$ cat config.mk
export PLATFORM = sky130hd
export DESIGN_NAME = sc_bitstream_decoder
export DESIGN_NICKNAME = d
export VERILOG_FILES = /design/src/rtl/sc_pkg.sv /design/src/rtl/sc_window_ctr.sv /design/src/rtl/sc_bitstream_decoder.sv
export SDC_FILE = /design/constraint.sdc
export NUM_CORES = 1
export LEC_CHECK = 0
export BUFFER_PORTS_ARGS = -buffer_cell sky130_fd_sc_hd__buf_2
export CAP_MARGIN = 10
export CORE_MARGIN = 2
export CORE_UTILIZATION = 35
export DETAILED_ROUTE_END_ITERATION = 12
export GPL_ROUTABILITY_DRIVEN = 0
export PLACE_DENSITY = 0.62
export SLEW_MARGIN = 25
export SYNTH_ARGS = -nofsm -noshare
export SYNTH_HDL_FRONTEND = slang
export SYNTH_HIERARCHICAL = 1
export SYNTH_SLANG_ARGS = --single-unit
$ cat constraint.sdc
create_clock -name clock -period 4 [get_ports clock]
set_input_delay 0.4 -clock clock [delete_from_list [all_inputs] [get_ports clock]]
set_output_delay 0.4 -clock clock [all_outputs]
set_load 0.01 [all_outputs]
$ cat src/rtl/sc_pkg.sv
// Shared definitions for the stochastic-computing datapath: window geometry,
// decoder state encoding and the bipolar conversion used by both ends.
package sc_pkg;

   // Default VDC counter width; the window is 2^(N-2) beats long.
   localparam int unsigned N_DEFAULT = 6;
   localparam int unsigned W         = N_DEFAULT - 2;
   localparam int unsigned L         = 1 << W;

   typedef enum logic {
      IDLE,
      ACCUM
   } state_e;

   // Bipolar value of a window holding `ones` ones out of `len` beats: 2*ones - len.
   function automatic int to_bipolar(input int unsigned ones, input int unsigned len);
      return 2 * int'(ones) - int'(len);
   endfunction

endpackage

$ cat src/rtl/sc_window_ctr.sv
// Window beat counter: counts enabled beats modulo 2^W and flags the beat that
// closes the window. Also used on the encoder side for window control.
module sc_window_ctr #(
   parameter int unsigned W = sc_pkg::W
) (
   input  logic clock,
   input  logic reset_n,
   input  logic clear,
   input  logic enable,
   output logic last_beat
);

   logic [W-1:0] beat_q, beat_d;

   // Next beat count; clear has priority over counting.
   always_comb begin
      beat_d = beat_q;
      if (clear) begin
         beat_d = '0;
      end else if (enable) begin
         beat_d = beat_q + W'(1);
      end
   end

   // Beat counter register.
   always_ff @(posedge clock or negedge reset_n) begin
      if (!reset_n) begin
         beat_q <= '0;
      end else begin
         beat_q <= beat_d;
      end
   end

   assign last_beat = enable && (beat_q == {W{1'b1}});

endmodule

$ cat src/rtl/sc_bitstream_decoder.sv
// Stochastic-to-binary converter: counts ones over a window of 2^(N-2) valid
// beats and presents the count (unipolar) or 2*ones-L (bipolar) on a
// valid/ready output with a sticky overrun flag.
module sc_bitstream_decoder
   import sc_pkg::*;
#(
   parameter int unsigned N          = W + 2,
   parameter bit          BIPOLAR    = 1'b0,
   parameter bit          CONTINUOUS = 1'b0
) (
   input  logic         clock,
   input  logic         reset_n,
   input  logic         start,
   input  logic         bit_in,
   input  logic         bit_valid,
   output logic [N-1:0] res_data,
   output logic         res_valid,
   input  logic         res_ready,
   output logic         busy,
   output logic         overrun
);

   localparam int unsigned WB  = N - 2;
   localparam int unsigned LEN = 1 << WB;

   state_e state_q, state_d;

   // One extra bit so an all-ones window (= LEN) does not wrap.
   logic [WB:0]  ones_q, ones_d, ones_sum;
   logic [N-1:0] res_data_q, res_data_d, result;
   logic         res_valid_q, res_valid_d;
   logic         overrun_q, overrun_d;
   logic         take, last_beat, ctr_clear;

   // start always wins, so a beat coinciding with start is never counted.
   assign take      = (state_q == ACCUM) && bit_valid && !start;
   assign ctr_clear = start || last_beat;
   assign ones_sum  = ones_q + (WB + 1)'(bit_in);

   sc_window_ctr #(
      .W(WB)
   ) u_window_ctr (
      .clock    (clock),
      .reset_n  (reset_n),
      .clear    (ctr_clear),
      .enable   (take),
      .last_beat(last_beat)
   );

   // State register.
   always_ff @(posedge clock or negedge reset_n) begin
      if (!reset_n) begin
         state_q <= IDLE;
      end else begin
         state_q <= state_d;
      end
   end

   // Next-state logic.
   always_comb begin
      state_d = state_q;
      case (state_q)
         IDLE: begin
            if (start) state_d = ACCUM;
         end
         ACCUM: begin
            if (!start && last_beat && !CONTINUOUS) state_d = IDLE;
         end
         default: state_d = IDLE;
      endcase
   end

   // FSM outputs.
   always_comb begin
      busy      = (state_q == ACCUM);
      res_data  = res_data_q;
      res_valid = res_valid_q;
      overrun   = overrun_q;
   end

   // Window result including the final beat.
   always_comb begin
      result = BIPOLAR ? N'(to_bipolar(32'(ones_sum), LEN)) : N'(ones_sum);
   end

   // Ones accumulator and result/handshake next-state.
   always_comb begin
      ones_d      = ones_q;
      res_data_d  = res_data_q;
      res_valid_d = res_valid_q;
      overrun_d   = overrun_q;

      if (ctr_clear) begin
         ones_d = '0;
      end else if (take) begin
         ones_d = ones_sum;
      end

      if (last_beat) begin
         res_data_d  = result;
         res_valid_d = 1'b1;
         // Overwriting a result the consumer has not taken.
         if (res_valid_q && !res_ready) overrun_d = 1'b1;
      end else if (res_valid_q && res_ready) begin
         res_valid_d = 1'b0;
      end

      if (start) overrun_d = 1'b0;
   end

   // Datapath registers.
   always_ff @(posedge clock or negedge reset_n) begin
      if (!reset_n) begin
         ones_q      <= '0;
         res_data_q  <= '0;
         res_valid_q <= 1'b0;
         overrun_q   <= 1'b0;
      end else begin
         ones_q      <= ones_d;
         res_data_q  <= res_data_d;
         res_valid_q <= res_valid_d;
         overrun_q   <= overrun_d;
      end
   end

endmodule

==> reports/results.ini <==
[run_status]
status = completed

[floorplanning]
fp.dieH_um = 52.1
start_util = 0.370
die_area_sq_mm = 0.00272
die_w_um = 52.1
coreArea_sq_mm = 0.00219
io_pins = 15
rows = 17

[setup_path]
timing.rr.start = busy
start_kind = register
worst_r2r_path_depth = 6
setup.worst_path.end_class = register
required_ns = 4.18
critPathKind = reg2reg
timing.rr.end = u_window_ctr/beat_q[3]
path_max_fanout = 12
crit_start = busy
r2r_slack_ns = 1.67
endpoint = u_window_ctr/beat_q[3]
crit_arrival_ns = 2.51

[synthesis]
netlist_area_sq_um = 811
ys.flop_type = dfrtp_1
synth_edf_count = 0
yosysSeqAreaShare = 0.525
synthTopCellsByCount = dfrtp_1, nor2_1, a21oi_1
yosysMostFrequentCell = dfrtp_1
synth_largest_area_cell = dfrtp_1
synthCells = 74
async_flop_share = 1.00
syn-num-nets = 83
synth_area_leaders = dfrtp_1, a21oi_1, ha_1
ys_types = 29
synth_seq_cells = 17
postSynthAreaPerCell_sq_um = 11.0
synth_warnings = 6
synth_top_area_frac = 0.525

[cts]
cts-resized-gates = 0
clk_pin_slew_ns = 0.10
cts_root_buf = clkbuf_4
cts.sinks = 17
ctsHoldBuffers = 0
cts_setup_buffers = 0
worstSkewPairLatency_ns = 0.29
cts_buffers = 3
tritoncts = yes
h-tree-depth = 1
clock_path_buffers = 2

[flow_run]
drv_cap = 0

[placed_design]
place_area_sq_um = 883
port_buffers = 13
dpl.hpwl_um = 1070
dp_slack_ns = 1.64

[finish]
multi_input_area_sq_um = 350
diodes = 0
drive_gt1_frac = 0.264
design_area_sq_um = 910
fin_nets = 97
syn2layout_area_growth_pct = 12.2
seqCellArea_sq_um = 425
nFillCells = 224

[routing]
drc_errors = 0
dr.first_iter.drc_count = 3
routedWlPerCell_um = 12.2
ant_nets = 0
vias_per_cell = 4.88
wl_um = 1400
num_vias = 561
dr.pass1.iters = 2

[power]
switching_share = 0.233
power_frac_clock = 0.318
p_seq_frac = 0.618
intPower_uw = 219
power_density_mw_per_mm2 = 314
ir_worst_vdd_uv = 139
p_leak_nw = 0.459
combPwrFrac = 0.064
p_switching_uw = 66.7

[global_route]
grt_pass1_wl_um = 2450
gr-usage-all-layers = 0.126
grt_pass1_vias = 567
grt_max_degree = 18
antenna_found_initial = 0
grt-ovfl-total = 0

[timing]
hold-worst-slack_ns = 0.0121
hold_viol_final = 0
fin_skew_ns = 0.00571
rsz0062_at_grt = false
slew_headroom = 0.666
min_period_over_period = 0.582
fin_ws_ns = 1.67
maxSlewViolCount = 0
max_freq_ghz = 0.430
worstMarginPinSlew_ns = 0.499
setup-tns-final_ns = 0
fin_crit_ns = 2.33
setup_violations = 0

[worst_hold_path]
min_path_type = in2async

==> worst min-delay path by stage <==
| stage | endpoint | cells after the start | start | slack [ns] |
|---|---|---|---|---|
| 4_1_cts | ones_q[3] | 1 | reset_n | 0.02 |
| 2_1_floorplan | busy | 0 | reset_n | 0.10 |
| 3_3_place_gp | res_data[4] | 1 | reset_n | 0.34 |
| 6_report | ones_q[3] | 1 | reset_n | 0.01 |
| 5_1_grt | res_data[4] | 1 | reset_n | 0.03 |
| 3_5_place_dp | res_data[4] | 1 | reset_n | 0.35 |
==> metal layers <==
metal,routed length (um),track usage,up-vias
met5,0,0,-
met4,29,0.0769,0
met3,48,0.0259,3
met2,706,0.207,9
met1,616,0.149,273
li1,-,-,276
==> through the flow <==
step                 util  instances  power [mW]
finish              0.415        115       0.286
global route        0.415        115       0.302
CTS                 0.415        115       0.293
detailed placement  0.403        111       0.199
global placement    0.403        111       0.199
floorplan               -         74       0.192
==> logic make-up (layout without fill, tap and decap cells) <==
group / Yosys count / in the layout / synth area share
DFF: 17 / 17 / 0.525
and+or+nand+nor: 24 / 24 / 0.167
muxes: 4 / 4 / 0.0586
other: 1 / 1 / 0.00463
adders and majority gates: 3 / 3 / 0.0463
xor gates and xnor gates: 5 / 5 / 0.0540
AOI/OAI and AO/OA: 14 / 14 / 0.102
buffers and inverters: 6 / 19 / 0.0432
==> sequential cells by signal, indices dropped and copies added, names as in the netlist <==
| signal | count |
|---|---|
| busy | 1 |
| ones_q | 5 |
| overrun | 1 |
| res_data | 5 |
| res_valid | 1 |
| u_window_ctr/beat_q | 4 |
==> power by group through the flow <==
stage	sequential, mW	clock, mW	combinational [mW]
final	0.177	0.0910	0.0184
after global placement	0.180	0	0.0186
after CTS	0.177	0.0972	0.0189
after detailed placement	0.180	0	0.0189
after floorplan	0.180	0	0.0124
after global routing	0.177	0.103	0.0216
==> final cells by class <==
class / count / share of cell area
Multi-Input combinational cell: 51 / 0.385
Sequential cell: 17 / 0.468
Inverter: 2 / 0.00825
Timing Repair Buffer: 13 / 0.0715
Clock buffer: 4 / 0.0289
Tap cell: 28 / 0.0385
==> critical path, cell delays in order, from the launching register on <==
cell and delay, ns:
dfrtp_1 0.48, nand2_2 0.13, nor2_1 0.41, and4_1 0.56
or2_2 0.30, nor2_1 0.08, mux2_4 0.27
==> cells in the final DEF (no fill, tap or decap), types with 2 or more instances in the layout <==
master	netlist	final
mux2_2	2	2
ha_1	3	3
xnor2_1	2	2
nor2_1	9	9
clkbuf_4	0	3
a21oi_1	8	8
buf_2	1	13
dfrtp_1	17	17
nand3_1	5	5
xor2_1	3	3
nand2_1	2	2
o21ai_0	2	2
inv_1	2	2
or3_1	2	2
(Power assumes the default switching activity.)
